## src/rtl/seg7_pkg.sv

```systemverilog
// Shared constants and hex-to-segment table for the 7-segment scan block.
// Segment order MSB..LSB: b,a,f,c,g,d,dp,e; active low.
package seg7_pkg;

  localparam logic [7:0] SEG_OFF = 8'hFF;
  localparam int DP_BIT = 1;

  typedef enum logic {
    PH_DEAD,
    PH_ON
  } phase_e;

  function automatic logic [7:0] hex_seg(
    input logic [3:0] n
  );
    logic [7:0] s;
    unique case (n)
      4'h0: s = 8'h0A;
      4'h1: s = 8'h6F;
      4'h2: s = 8'h32;
      4'h3: s = 8'h23;
      4'h4: s = 8'h47;
      4'h5: s = 8'h83;
      4'h6: s = 8'h82;
      4'h7: s = 8'h2F;
      4'h8: s = 8'h02;
      4'h9: s = 8'h03;
      4'hA: s = 8'h06;
      4'hB: s = 8'hC2;
      4'hC: s = 8'h9A;
      4'hD: s = 8'h62;
      4'hE: s = 8'h92;
      default: s = 8'h96;
    endcase
    return s;
  endfunction

endpackage

```

## src/rtl/seg7_encode.sv

```systemverilog
// Combinational nibble + decimal point to active-low segment pattern.
// Segment order MSB..LSB: b,a,f,c,g,d,dp,e.
module seg7_encode
  import seg7_pkg::*;
(
  input  logic [3:0] nibble,
  input  logic       dot,
  output logic [7:0] seg
);

  always_comb begin
    seg = hex_seg(nibble);
    if (dot) seg[DP_BIT] = 1'b0;
  end

endmodule

```

## src/rtl/seg_scan_ctrl.sv

```systemverilog
// Multiplexed 7-segment scan controller with double-buffered frames,
// blanking, leading-zero suppression, dead time and PWM brightness.
module seg_scan_ctrl
  import seg7_pkg::*;
#(
  parameter int N_DIGITS  = 4,
  parameter int SCAN_BITS = 18,
  parameter int DEAD_CYC  = 64,
  parameter int BR_BITS   = 3
) (
  input  logic                  clk,
  input  logic                  rst_n,
  input  logic [4*N_DIGITS-1:0] data_in,
  input  logic [N_DIGITS-1:0]   dots_in,
  input  logic [N_DIGITS-1:0]   blank_in,
  input  logic                  lz_en,
  input  logic                  load,
  input  logic [BR_BITS-1:0]    brightness,
  output logic [N_DIGITS-1:0]   digit_sel,
  output logic [7:0]            seg_out,
  output logic                  frame_tick
);

  localparam int IDX_W =
    (N_DIGITS > 1) ? $clog2(N_DIGITS) : 1;
  localparam logic [IDX_W-1:0] LAST_IDX =
    IDX_W'(N_DIGITS - 1);
  localparam logic [SCAN_BITS-1:0] DEAD_END =
    SCAN_BITS'(DEAD_CYC);

  logic [SCAN_BITS-1:0]  slot_cnt;
  logic [IDX_W-1:0]      digit_idx;
  logic [4*N_DIGITS-1:0] pend_data;
  logic [4*N_DIGITS-1:0] shd_data;
  logic [N_DIGITS-1:0]   pend_dots;
  logic [N_DIGITS-1:0]   shd_dots;
  logic [N_DIGITS-1:0]   pend_blank;
  logic [N_DIGITS-1:0]   shd_blank;
  logic                  pend_lz;
  logic                  shd_lz;
  logic                  upd;
  logic                  tick_pre;

  logic                  slot_wrap;
  logic                  boundary;
  phase_e                phase;
  logic [BR_BITS-1:0]    pwm;
  logic [3:0]            nib [N_DIGITS];
  logic [N_DIGITS-1:0]   dot_v;
  logic [N_DIGITS-1:0]   lz_blank;
  logic [N_DIGITS-1:0]   eff_blank;
  logic                  zero_run;
  logic [3:0]            cur_nib;
  logic                  cur_dot;
  logic                  lit;
  logic [7:0]            enc_seg;

  assign slot_wrap = &slot_cnt;
  assign boundary  = slot_wrap && (digit_idx == LAST_IDX);

  // Digit 0 sits in the top nibble / top dot bit.
  always_comb begin
    zero_run = 1'b1;
    for (int i = 0; i < N_DIGITS; i++) begin
      nib[i]      = shd_data[4*(N_DIGITS-1-i) +: 4];
      dot_v[i]    = shd_dots[N_DIGITS-1-i];
      zero_run    = zero_run && (nib[i] == 4'h0);
      lz_blank[i] = shd_lz && (i < N_DIGITS - 1)
                    && zero_run;
    end
  end

  assign eff_blank = shd_blank | lz_blank;
  assign pwm       = slot_cnt[SCAN_BITS-1 -: BR_BITS];
  assign phase     = (slot_cnt < DEAD_END) ? PH_DEAD
                                           : PH_ON;
  assign cur_nib   = nib[digit_idx];
  assign cur_dot   = dot_v[digit_idx];
  assign lit       = (phase == PH_ON)
                     && (pwm <= brightness)
                     && !eff_blank[digit_idx];

  seg7_encode u_enc (
    .nibble (cur_nib),
    .dot    (cur_dot),
    .seg    (enc_seg)
  );

  always_ff @(posedge clk or negedge rst_n) begin
    if (!rst_n) begin
      slot_cnt   <= '0;
      digit_idx  <= '0;
      pend_data  <= '0;
      pend_dots  <= '0;
      pend_blank <= '1;
      pend_lz    <= 1'b0;
      shd_data   <= '0;
      shd_dots   <= '0;
      shd_blank  <= '1;
      shd_lz     <= 1'b0;
      upd        <= 1'b0;
      tick_pre   <= 1'b0;
      frame_tick <= 1'b0;
      digit_sel  <= '0;
      seg_out    <= SEG_OFF;
    end else begin
      slot_cnt <= slot_cnt + SCAN_BITS'(1);
      if (slot_wrap) begin
        digit_idx <= (digit_idx == LAST_IDX) ? '0
                   : digit_idx + IDX_W'(1);
      end
      if (load) begin
        pend_data  <= data_in;
        pend_dots  <= dots_in;
        pend_blank <= blank_in;
        pend_lz    <= lz_en;
      end
      if (load) upd <= 1'b1;
      else if (boundary) upd <= 1'b0;
      // Shadow only moves at the frame edge, so no tearing.
      if (boundary && upd) begin
        shd_data  <= pend_data;
        shd_dots  <= pend_dots;
        shd_blank <= pend_blank;
        shd_lz    <= pend_lz;
      end
      tick_pre   <= boundary;
      frame_tick <= tick_pre;
      if (lit) begin
        digit_sel <= N_DIGITS'(1) << digit_idx;
        seg_out   <= enc_seg;
      end else begin
        digit_sel <= '0;
        seg_out   <= SEG_OFF;
      end
    end
  end

endmodule

```

## config.mk

```make
export PLATFORM = sky130hd
export DESIGN_NAME = seg_scan_ctrl
export DESIGN_NICKNAME = d
export VERILOG_FILES = /design/src/rtl/seg7_pkg.sv /design/src/rtl/seg7_encode.sv /design/src/rtl/seg_scan_ctrl.sv
export SDC_FILE = /design/constraint.sdc
export NUM_CORES = 1
export LEC_CHECK = 0
export ABC_AREA = 1
export BUFFER_PORTS_ARGS = -buffer_cell sky130_fd_sc_hd__buf_2
export CORE_AREA = 3 3 119 121
export CTS_CLUSTER_DIAMETER = 120
export DETAILED_ROUTE_END_ITERATION = 12
export DIE_AREA = 0 0 122 124
export PLACE_DENSITY_LB_ADDON = 0.15
export SETUP_SLACK_MARGIN = 0.05
export SKIP_LAST_GASP = 1
export SLEW_MARGIN = 40
export SYNTH_ARGS = -nofsm -noshare
export SYNTH_HDL_FRONTEND = slang
export SYNTH_SLANG_ARGS = --single-unit
```

## constraint.sdc

```tcl
create_clock -name clk -period 1.48 [get_ports clk]
set_input_delay 0.296 -clock clk [delete_from_list [all_inputs] [get_ports clk]]
set_output_delay 0.296 -clock clk [all_outputs]
set_load 0.05 [all_outputs]
```

==> qor.yml <==
ys_ff_latch: 85
power_density_nw_per_um2: 855
hp-class: "input port to register"
cts_tree: "built"
die_x_um: 122
hold_violations: 0
slew_violations: 0
cts.clk_slew.worst_paths_ns: 0.06
power.switching_mw: 1.11
core_area_um2: 13200
cts-buffers-inserted: 9
dp_hpwl_um: 6890
h-tree-depth: 3
yosysWarnings: 0
grt_start_max_net_pins: 30
die_area_um2: 15100
gp_congestion: 0.833
start_util: 0.316
drive_above_1_share: 0.355
worst_hold_slack_ns: 0.144
portBuffers: 43
min_period_ns: 1.51
clockPowerShare: 0.463
combPwrFrac: 0.040
critPathLaunchType: "register"
path_class: "register to register"
async_reset_ff_frac: 1.00
swShare: 0.227
clock_sinks: 85
ys_types: 30
maxCapViolations: 0
drtIter0Drc: 197
diodes: 0
drtPass1Iterations: 4
insertion_delay_ns: 0.35
period_share: 1.02
required_ns: 1.75
avgViaCountPerCell: 4.36
grt_overflow: 0
power_leakage_nw: 2.84
status: "complete, but fails checks"
vias: 3394
synth-main-ff-cell: "dfrtp_1"
drt-total-wl_um: 9920
rsz0062_at_grt: "yes"
pre_cts_ws_ns: -0.142
max_freq_mhz: 664
drt.antenna.violating_nets: 0
die_h_um: 124
grt_pass1_vias: 3425
seq_area_frac_synth: 0.516
clock_path_buffers: 2
relSlewSlack: 0.505
max_stage_delay_ns: 0.45
syn_to_final_growth_pct: 37.5
fin_util: 0.434
p_int_mw: 3.79
tns_ns: -0.0550
power_frac_seq: 0.497
ir_drop_mv: 0.466
cp-end-kind: "register"
synth.avg_cell_area_um2: 8.31
critical_path_peak_fanout: 8
path_cells: "clkinv_4, nand2_2, nand3_4, nand2_8, inv_6, ha_2, nand2_2, nand2_2, nand2_1, nand2_1, inv_1, nand2_1"
final_nets: 642
track_usage: 0.141
row_count: 42
grt_pass1_wl_um: 16700
cts_root_buf: "clkbuf_16"
worst_slack_ns: -0.0268
post-route-drc-count: 0
synth_edf_count: 0
setup_violations: 5
synth_cells: 501
num_io_pins: 44
worst_pin_slew_ns: 0.738
antenna_found_initial: 0
violations: "negative setup slack"
fin_skew_ns: 0.00579
syn_nets: 546
slowest_stage: "dfrtp_2"
syn_area_um2: 4160
cp.arrival_ns: 1.78
post_drt_wl_per_cell_um: 12.7
-- layout by cell type, fill, tap and decap left out, drive strengths merged --
| master | synthesis | routed |
|---|---|---|
| clkinv | 2 | 6 |
| nor2 | 38 | 38 |
| a21oi | 2 | 2 |
| inv | 32 | 33 |
| o22ai | 1 | 1 |
| nand4 | 3 | 3 |
| xor2 | 9 | 9 |
| nand3 | 55 | 55 |
| nor3b | 1 | 1 |
| dlygate4sd3 | 0 | 1 |
| nand3b | 2 | 2 |
| buf | 11 | 92 |
| nand2 | 220 | 221 |
| dfstp | 16 | 16 |
| clkinvlp | 0 | 1 |
| ha | 14 | 14 |
| bufinv | 0 | 1 |
| clkbuf | 5 | 16 |
| o21ai | 8 | 8 |
| dfrtp | 69 | 69 |
| xnor2 | 6 | 6 |
| nor3 | 7 | 7 |
-- per-stage QoR --
| step | total power, mW | area [um2] | cells |
|---|---|---|---|
| global placement | 2.66 | 4940 | 751 |
| global route | 5.13 | 5730 | 778 |
| CTS | 4.97 | 5400 | 771 |
| finish | 4.90 | 5730 | 778 |
| detailed placement | 2.67 | 4940 | 751 |
| floorplan | 2.54 | 4230 | 501 |
-- cell families after synthesis --
logic type / Yosys count / share of synthesized area
and+or+nand+nor: 326 / 0.338
DFF: 85 / 0.516
buffers and inverters: 50 / 0.0595
xor gates and xnor gates: 15 / 0.0316
AOI/OAI and AO/OA: 11 / 0.0135
adders and majority gates: 14 / 0.0421
-- critical path, delay by kind of cell (launching register included) --
family / cells / cell delay (ns)
adders and majority gates: 1 / 0.18
DFF: 1 / 0.45
buffers and inverters: 3 / 0.23
and+or+nand+nor: 8 / 0.56
-- power groups by stage --
| stage | registers [mW] | logic [mW] | clock network (mW) |
|---|---|---|---|
| 2_1_floorplan | 2.46 | 0.0779 | 0 |
| 3_3_place_gp | 2.47 | 0.193 | 0 |
| 3_5_place_dp | 2.47 | 0.199 | 0 |
| 4_1_cts | 2.43 | 0.204 | 2.34 |
| 5_1_grt | 2.44 | 0.235 | 2.46 |
| 6_report | 2.43 | 0.196 | 2.27 |
-- registers in the layout (all words and copies together), names as in the netlist --
register	count
pend_blank	4
pend_dots	4
tick_pre	1
pend_lz	1
pend_data	16
seg_out	8
frame_tick	1
shd_lz	1
upd	1
shd_dots	4
nib	16
digit_sel	4
slot_cnt	18
shd_blank	4
digit_idx	2
-- synthesized netlist by cell type, drive strengths merged (3+ instances only) --
cell / n / area, um2
nand2: 220 / 841
dfrtp: 69 / 1730
nand3: 55 / 293
nor2: 38 / 181
inv: 32 / 120
dfstp: 16 / 420
ha: 14 / 175
buf: 11 / 101
xor2: 9 / 78.8
o21ai: 8 / 40.0
nor3: 7 / 35.0
xnor2: 6 / 52.6
clkbuf: 5 / 18.8
nand4: 3 / 33.8
-- layout make-up --
| class | count | area, um2 |
|---|---|---|
| clock inverters | 7 | 73.8 |
| repair buffers | 100 | 758 |
| multi-input cells | 367 | 2160 |
| clock buffers | 9 | 225 |
| flip-flops and latches | 85 | 2150 |
| well taps | 176 | 220 |
| fillers | 1360 | 7460 |
| inverters | 34 | 139 |
-- worst paths after layout --
kind                            slack [ns]    startpoint            end  cells past startpoint
worst max-delay path                 -0.03  digit_idx[0]     seg_out[2]                     12
worst min-delay path                  0.14   blank_in[0]  pend_blank[0]                      3
worst max register to register       -0.03  digit_idx[0]     seg_out[2]                     12
worst min register to register        0.36      tick_pre     frame_tick                      0
max in group asynchronous             0.52         rst_n     seg_out[5]                      3
min in group asynchronous             0.40         rst_n    slot_cnt[6]                      2
-- routing by layer --
metal / part of all wire / global-route usage
met2: 0.45 / 0.217
met4: 0.015 / 0.0504
met5: 0 / 0
met3: 0.036 / 0.0368
met1: 0.49 / 0.194
-- repair_timing --
action,in CTS,in global routing
pin swaps,7,24
resized for setup,26,60
setup buffers,1,6
gates cloned,2,1
hold buffers,1,0
hold endpoints to repair,18,0
setup endpoints to repair,40,50
Note: power is estimated with default switching activity, not from simulation.
